## src/rtl/laser_point_feeder_if.sv

```systemverilog
// Point/result bus between the LASER point feeder and its harness (loader, engine, scorer view).
// master = feeder side, slave = harness/engine side.
interface laser_point_feeder_if;
  logic       load_we;
  logic [5:0] load_addr;
  logic [3:0] load_x;
  logic [3:0] load_y;
  logic       start;
  logic       DUT_RST;
  logic [3:0] X;
  logic [3:0] Y;
  logic       DONE;
  logic [3:0] C1X;
  logic [3:0] C1Y;
  logic [3:0] C2X;
  logic [3:0] C2Y;
  logic       busy;
  logic       result_valid;
  logic [5:0] covered;
  logic       timeout;
  logic [5:0] exp_cover;
  logic       pass;

  modport master (
    input  load_we, load_addr, load_x, load_y, start, DONE, C1X, C1Y, C2X, C2Y, exp_cover,
    output DUT_RST, X, Y, busy, result_valid, covered, timeout, pass
  );

  modport slave (
    output load_we, load_addr, load_x, load_y, start, DONE, C1X, C1Y, C2X, C2Y, exp_cover,
    input  DUT_RST, X, Y, busy, result_valid, covered, timeout, pass
  );
endinterface

```

## src/rtl/laser_point_feeder.sv

```systemverilog
// Streams a stored point frame into the LASER engine, waits for its two centres and scores coverage.
// Optional LASER_FEEDER_SELFCHECK_EN: pass compares covered against exp_cover.
module laser_point_feeder #(
  parameter int NPTS      = 40,
  parameter int RADIUS_SQ = 16,
  parameter int RST_CYC   = 2,
  parameter int TIMEOUT   = 4095
) (
  input  logic                 CLK,
  input  logic                 RST,
  laser_point_feeder_if.master bus
);

  typedef enum logic [2:0] {IDLE, RSTD, STREAM, WAIT, SCORE, REPORT} state_e;

  state_e      state_q, state_d;
  logic [11:0] cnt_q, cnt_d;
  logic [5:0]  idx_q, idx_d;
  logic [5:0]  acc_q, acc_d;
  logic [5:0]  covered_q, covered_d;
  logic        dut_rst_q, dut_rst_d;
  logic        rv_q, rv_d;
  logic        timeout_q, timeout_d;
  logic        pass_q, pass_d;
  logic [3:0]  x_q, x_d, y_q, y_d;
  logic [3:0]  c1x_q, c1x_d, c1y_q, c1y_d, c2x_q, c2x_d, c2y_q, c2y_d;
  logic        hit;

  logic [3:0]  mem_x [NPTS];
  logic [3:0]  mem_y [NPTS];

  // Point memory is deliberately outside reset so a preloaded frame survives an abort.
  always_ff @(posedge CLK) begin
    if (state_q == IDLE && bus.load_we && ({1'b0, bus.load_addr} < 7'(NPTS))) begin
      mem_x[bus.load_addr] <= bus.load_x;
      mem_y[bus.load_addr] <= bus.load_y;
    end
  end

  function automatic logic in_circle(input logic [3:0] px, input logic [3:0] py,
                                     input logic [3:0] cx, input logic [3:0] cy);
    logic [3:0] dx, dy;
    logic [7:0] sx, sy;
    logic [8:0] s;
    dx = (px >= cx) ? (px - cx) : (cx - px);
    dy = (py >= cy) ? (py - cy) : (cy - py);
    sx = {4'b0, dx} * {4'b0, dx};
    sy = {4'b0, dy} * {4'b0, dy};
    s  = {1'b0, sx} + {1'b0, sy};
    return s <= 9'(RADIUS_SQ);
  endfunction

  always_comb begin
    state_d   = state_q;
    cnt_d     = cnt_q;
    idx_d     = idx_q;
    acc_d     = acc_q;
    covered_d = covered_q;
    dut_rst_d = dut_rst_q;
    rv_d      = 1'b0;
    timeout_d = timeout_q;
    pass_d    = pass_q;
    x_d       = x_q;
    y_d       = y_q;
    c1x_d     = c1x_q;
    c1y_d     = c1y_q;
    c2x_d     = c2x_q;
    c2y_d     = c2y_q;
    hit       = in_circle(mem_x[idx_q], mem_y[idx_q], c1x_q, c1y_q) |
                in_circle(mem_x[idx_q], mem_y[idx_q], c2x_q, c2y_q);

    unique case (state_q)
      IDLE: begin
        dut_rst_d = 1'b1;
        x_d       = 4'd0;
        y_d       = 4'd0;
        if (bus.start) begin
          state_d   = RSTD;
          cnt_d     = 12'd0;
          covered_d = 6'd0;
          timeout_d = 1'b0;
          pass_d    = 1'b0;
          if (RST_CYC == 1) begin
            x_d = mem_x[0];
            y_d = mem_y[0];
          end
        end
      end
      RSTD: begin
        if (cnt_q == 12'(RST_CYC - 1)) begin
          state_d   = STREAM;
          idx_d     = 6'd0;
          dut_rst_d = 1'b0;
        end else begin
          cnt_d = cnt_q + 12'd1;
          // Pre-load point 0 so it is on X/Y as the engine leaves reset.
          if (cnt_q == 12'(RST_CYC - 2)) begin
            x_d = mem_x[0];
            y_d = mem_y[0];
          end
        end
      end
      STREAM: begin
        if (idx_q == 6'(NPTS - 1)) begin
          state_d = WAIT;
          cnt_d   = 12'd0;
        end else begin
          idx_d = idx_q + 6'd1;
          x_d   = mem_x[idx_q + 6'd1];
          y_d   = mem_y[idx_q + 6'd1];
        end
      end
      WAIT: begin
        if (bus.DONE) begin
          state_d = SCORE;
          idx_d   = 6'd0;
          acc_d   = 6'd0;
          c1x_d   = bus.C1X;
          c1y_d   = bus.C1Y;
          c2x_d   = bus.C2X;
          c2y_d   = bus.C2Y;
        end else if (cnt_q == 12'(TIMEOUT - 1)) begin
          state_d   = REPORT;
          timeout_d = 1'b1;
          covered_d = 6'd0;
          rv_d      = 1'b1;
        end else begin
          cnt_d = cnt_q + 12'd1;
        end
      end
      SCORE: begin
        if (idx_q == 6'(NPTS - 1)) begin
          state_d   = REPORT;
          covered_d = acc_q + {5'b0, hit};
          rv_d      = 1'b1;
        end else begin
          acc_d = acc_q + {5'b0, hit};
          idx_d = idx_q + 6'd1;
        end
      end
      REPORT: begin
        state_d   = IDLE;
        dut_rst_d = 1'b1;
        x_d       = 4'd0;
        y_d       = 4'd0;
`ifdef LASER_FEEDER_SELFCHECK_EN
        pass_d = !timeout_q && (covered_q == bus.exp_cover);
`else
        pass_d = 1'b0;
`endif
      end
      default: state_d = IDLE;
    endcase
  end

`ifndef LASER_FEEDER_SELFCHECK_EN
  logic unused_exp_cover;
  assign unused_exp_cover = ^bus.exp_cover;
`endif

  always_ff @(posedge CLK) begin
    if (RST) begin
      state_q   <= IDLE;
      cnt_q     <= 12'd0;
      idx_q     <= 6'd0;
      acc_q     <= 6'd0;
      covered_q <= 6'd0;
      dut_rst_q <= 1'b1;
      rv_q      <= 1'b0;
      timeout_q <= 1'b0;
      pass_q    <= 1'b0;
      x_q       <= 4'd0;
      y_q       <= 4'd0;
      c1x_q     <= 4'd0;
      c1y_q     <= 4'd0;
      c2x_q     <= 4'd0;
      c2y_q     <= 4'd0;
    end else begin
      state_q   <= state_d;
      cnt_q     <= cnt_d;
      idx_q     <= idx_d;
      acc_q     <= acc_d;
      covered_q <= covered_d;
      dut_rst_q <= dut_rst_d;
      rv_q      <= rv_d;
      timeout_q <= timeout_d;
      pass_q    <= pass_d;
      x_q       <= x_d;
      y_q       <= y_d;
      c1x_q     <= c1x_d;
      c1y_q     <= c1y_d;
      c2x_q     <= c2x_d;
      c2y_q     <= c2y_d;
    end
  end

  assign bus.DUT_RST      = dut_rst_q;
  assign bus.X            = x_q;
  assign bus.Y            = y_q;
  assign bus.busy         = (state_q != IDLE);
  assign bus.result_valid = rv_q;
  assign bus.covered      = covered_q;
  assign bus.timeout      = timeout_q;
  assign bus.pass         = pass_q;

endmodule
```

## src/flat_wrapper.sv

```systemverilog
// flat-port wrapper written by rule: the top's interface ports become plain ports
module laser_point_feeder_flat 
#(
  parameter int NPTS      = 40,
  parameter int RADIUS_SQ = 16,
  parameter int RST_CYC   = 2,
  parameter int TIMEOUT   = 4095
)
  (CLK, RST, bus_load_we, bus_load_addr, bus_load_x, bus_load_y, bus_start, bus_DONE, bus_C1X, bus_C1Y, bus_C2X, bus_C2Y, bus_exp_cover, bus_DUT_RST, bus_X, bus_Y, bus_busy, bus_result_valid, bus_covered, bus_timeout, bus_pass);
  laser_point_feeder_if bus_i ();
  input  logic CLK;
  input  logic RST;
  input wire logic [$bits(bus_i.load_we)-1:0] bus_load_we;
  input wire logic [$bits(bus_i.load_addr)-1:0] bus_load_addr;
  input wire logic [$bits(bus_i.load_x)-1:0] bus_load_x;
  input wire logic [$bits(bus_i.load_y)-1:0] bus_load_y;
  input wire logic [$bits(bus_i.start)-1:0] bus_start;
  input wire logic [$bits(bus_i.DONE)-1:0] bus_DONE;
  input wire logic [$bits(bus_i.C1X)-1:0] bus_C1X;
  input wire logic [$bits(bus_i.C1Y)-1:0] bus_C1Y;
  input wire logic [$bits(bus_i.C2X)-1:0] bus_C2X;
  input wire logic [$bits(bus_i.C2Y)-1:0] bus_C2Y;
  input wire logic [$bits(bus_i.exp_cover)-1:0] bus_exp_cover;
  output wire logic [$bits(bus_i.DUT_RST)-1:0] bus_DUT_RST;
  output wire logic [$bits(bus_i.X)-1:0] bus_X;
  output wire logic [$bits(bus_i.Y)-1:0] bus_Y;
  output wire logic [$bits(bus_i.busy)-1:0] bus_busy;
  output wire logic [$bits(bus_i.result_valid)-1:0] bus_result_valid;
  output wire logic [$bits(bus_i.covered)-1:0] bus_covered;
  output wire logic [$bits(bus_i.timeout)-1:0] bus_timeout;
  output wire logic [$bits(bus_i.pass)-1:0] bus_pass;
  assign bus_i.load_we = bus_load_we;
  assign bus_i.load_addr = bus_load_addr;
  assign bus_i.load_x = bus_load_x;
  assign bus_i.load_y = bus_load_y;
  assign bus_i.start = bus_start;
  assign bus_i.DONE = bus_DONE;
  assign bus_i.C1X = bus_C1X;
  assign bus_i.C1Y = bus_C1Y;
  assign bus_i.C2X = bus_C2X;
  assign bus_i.C2Y = bus_C2Y;
  assign bus_i.exp_cover = bus_exp_cover;
  assign bus_DUT_RST = bus_i.DUT_RST;
  assign bus_X = bus_i.X;
  assign bus_Y = bus_i.Y;
  assign bus_busy = bus_i.busy;
  assign bus_result_valid = bus_i.result_valid;
  assign bus_covered = bus_i.covered;
  assign bus_timeout = bus_i.timeout;
  assign bus_pass = bus_i.pass;
  laser_point_feeder #(.NPTS(NPTS), .RADIUS_SQ(RADIUS_SQ), .RST_CYC(RST_CYC), .TIMEOUT(TIMEOUT)) u_core (.CLK(CLK), .RST(RST), .bus(bus_i));
endmodule
```

## config.mk

```make
export PLATFORM = sky130hd
export DESIGN_NAME = laser_point_feeder_flat
export DESIGN_NICKNAME = d
export VERILOG_FILES = /design/src/rtl/laser_point_feeder_if.sv /design/src/rtl/laser_point_feeder.sv /design/src/flat_wrapper.sv
export SDC_FILE = /design/constraint.sdc
export NUM_CORES = 1
export LEC_CHECK = 0
export BUFFER_PORTS_ARGS = -buffer_cell sky130_fd_sc_hd__buf_4
export CAP_MARGIN = 30
export CORE_ASPECT_RATIO = 0.8
export CORE_MARGIN = 3
export CORE_UTILIZATION = 68
export DETAILED_ROUTE_END_ITERATION = 6
export GPL_TIMING_DRIVEN = 0
export PLACE_DENSITY = 0.95
export SYNTH_ARGS = -nofsm -noshare
export SYNTH_HDL_FRONTEND = slang
export SYNTH_SLANG_ARGS = --single-unit
```

## constraint.sdc

```tcl
create_clock -name CLK -period 16.02 [get_ports CLK]
set_input_delay 0.801 -clock CLK [delete_from_list [all_inputs] [get_ports CLK]]
set_output_delay 0.801 -clock CLK [all_outputs]
set_load 0.005 [all_outputs]
```

==> flow_summary.yaml <==
grt:
  grt_max_degree: 41
  antenna_found_initial: 2
  grt_pass1_vias: 14900
  grtUsageTotal_pct: 39.0
  gr-total-overflow: 0
  grt_pass1_wl_microns: 94000
critical_path:
  critical-path-max-stage-delay_ps: 840
  cp_max_fo: 10
  cp.required_ps: 16470
  cp_common_cell: "fa_1"
  startpoint_type: "flop"
  r2r-end: "u_core.acc_q[2]"
  critPathArrivalTime_ps: 10940
  worst-r2r-setup-slack_ps: 5540
  crit_type: "flop to flop"
  cp_slowest_cell: "clkbuf_1"
  end_kind: "flop"
  worstRegToRegCells: 31
clock_network:
  holdBufCountCts: 0
  cts_buffer_depth: 3
  clkTransAtPathRegs_ps: 60
  postCtsSetupBuffers: 0
  cts_sinks: 386
  insertion_delay_ps: 550
  cts_htree_levels: 2
  numCtsBuffers: 38
  cts_tree: "done"
  cts_resized: 0
  cts-root-buf: "clkbuf_16"
synth:
  netlist.area_leader.share_pct: 46.6
  yosysWarnings: 0
  synth_area_leader_cell: "edfxtp_1"
  synth_edf_count: 320
  syn-cell-area_sq_mm: 0.0206
  syn-instance-count: 1455
  ys_types: 65
  synthTopCellsByArea: "edfxtp_1, mux4_2, dfxtp_1"
  postSynthAreaPerCell_sq_um: 14.2
  yosysMostFrequentCell: "edfxtp_1"
  yosys-top-cells-count: "edfxtp_1, mux4_2, nor2_1"
  ys_seq_elements: 386
  synth_ff_type: "edfxtp_1"
  synthArstFlopShare_pct: 0
  synth.net_count: 1595
  yosysSeqAreaShare_pct: 53.0
die:
  die_w_microns: 201
  ios: 60
  chipHeight_microns: 162
  std_cell_rows: 56
  die-area_sq_mm: 0.0325
  design.core.area_sq_mm: 0.0296
  start_util_pct: 69.7
sta:
  worstMarginPinSlew_ps: 1100
  setup_violations: 0
  finClkSkew_ps: 21.3
  relSlewSlack_pct: 26.0
  max_freq_mhz: 95.4
  final_hold_viol_count: 0
  grt_setup_unrepaired: "no"
  fin_setup_tns_ps: 0
  finalCriticalPeriod_ps: 10480
  min_period_over_period_pct: 65.4
  maxSlewViolCount: 0
pwr:
  powerDensity_mw_per_mm2: 97.8
  p_leak_nw: 7.95
  ir_worst_vdd_uv: 110
finish:
  insertedDiodeCount: 0
  syn_to_final_growth_pct: 10.6
  post-route-util_pct: 77.1
  layout-drive-gt1-share_pct: 22.9
  final_nets: 1688
route:
  first_pass_iters: 7
  drt-initial-drc-count: 3063
  wl_microns: 63100
  drc: 3
  ant_nets: 0
  avgRoutedWirePerCell_microns: 31.8
  vias: 15000
  viasPerCell: 7.58
placed_design:
  place_hpwl_microns: 42500
  gp_congestion: 1.11
  io_buffers: 50
worst_hold_path:
  hold_start: "u_core.c2y_q[3]"
  min_to: "u_core.c2y_q[3]"
  hold_depth: 2
  hp-class: "flop to flop"
outcome:
  status: "finished, violations left"
  violations: "design-rule violations"
job:
  drv_cap: 0
-- per-stage QoR --
| step | instance area [sq um] | power, W | hold slack [ps] | cells | setup slack [ps] |
|---|---|---|---|---|---|
| after global placement | 21500 | 0.00130 | 447 | 1911 | 6180 |
| after global routing | 22800 | 0.00228 | 486 | 1983 | 5320 |
| after CTS | 22800 | 0.00222 | 461 | 1981 | 5810 |
| final | 22800 | 0.00223 | 466 | 1983 | 5540 |
| after detailed placement | 21500 | 0.00131 | 453 | 1912 | 5900 |
| after floorplan | 20600 | 0.00124 | 436 | 1455 | 7700 |
-- worst max-delay path, delay by kind of cell, from the launching register on --
kind                       cells  cell delay, ps
adders and majority gates      9            3580
xor gates and xnor gates       2             340
muxes                          3            1060
buffers and inverters          5            1400
DFF                            1             300
AOI/OAI and AO/OA              9            2050
and+or+nand+nor                3            1630
-- registers in the layout, summed over array words and instances, names as in the netlist, named ones only --
name / flops
u_core.mem_x: 160
u_core.mem_y: 160
u_core.cnt_q: 12
u_core.acc_q: 6
u_core.bus.covered: 6
u_core.idx_q: 6
u_core.bus.X: 4
u_core.bus.Y: 4
u_core.c1x_q: 4
u_core.c1y_q: 4
u_core.c2x_q: 4
u_core.c2y_q: 4
u_core.state_q: 3
u_core.bus.DUT_RST: 1
u_core.bus.result_valid: 1
u_core.bus.timeout: 1
-- metal layers --
layer  global-route usage, %  routed length [microns]  vias to the layer above
met1                    51.9                    21000                     7268
li1                        -                        -                     5783
met4                    19.6                     4420                        4
met2                    58.9                    27500                     1586
met3                    13.0                    10100                      386
met5                       0                       15                        -
-- power breakdown --
group / total [W] / switching (W) / leakage (nW) / internal (W)
combinational: 0.000207 / 0.000125 / 3.93 / 0.0000817
sequential: 0.00109 / 0.00000344 / 3.41 / 0.00109
clock: 0.000930 / 0.000391 / 0.616 / 0.000538
total: 0.00223 / 0.000520 / 7.95 / 0.00171
-- worst max path at each step --
stage / from / endpoint / slack, ps / cells past startpoint
after floorplan: flop / u_core.acc_q[2] / 7700 / 30
after global placement: flop / u_core.acc_q[2] / 6180 / 31
after CTS: flop / u_core.acc_q[2] / 5810 / 31
after detailed placement: flop / u_core.acc_q[2] / 5900 / 31
after global routing: flop / u_core.acc_q[2] / 5320 / 31
final: flop / u_core.acc_q[2] / 5540 / 31
-- cells by family after synthesis --
group                      after synthesis  share of synthesized area, %
adders and majority gates               99                          7.10
muxes                                  201                          19.5
DFF                                    386                          53.0
other                                    1                        0.0182
buffers and inverters                  163                          3.64
xor gates and xnor gates                26                          1.14
and+or+nand+nor                        361                          8.62
AOI/OAI and AO/OA                      218                          6.93
-- placed cells by master, fill, tap and decap left out, types with 10 or more instances in the layout --
cell and instances:
a21o_1 21, a21oi_1 76, a22oi_1 42, and3_1 14, buf_2 20, buf_4 75, clkbuf_1 27, clkbuf_16 39
dfxtp_1 66, edfxtp_1 320, fa_1 30, ha_1 69, inv_1 85, mux2_2 11, mux2i_1 30, mux4_2 160
nand2_1 96, nand2b_1 10, nand3_1 23, nor2_1 138, nor2b_1 13, nor3_1 10, o21ai_0 20, or2_2 10
xnor2_1 13, xor2_1 12
-- final cells by class --
cell class | count | area [sq um]
tap | 406 | 508
clock inverter | 23 | 255
multi-input combinational | 906 | 8930
fill | 1605 | 6770
timing repair buffer | 53 | 400
clock buffer | 46 | 1020
sequential | 386 | 10900
buffer | 78 | 430
inverter | 85 | 319
Power figures use the tool's default switching activity.
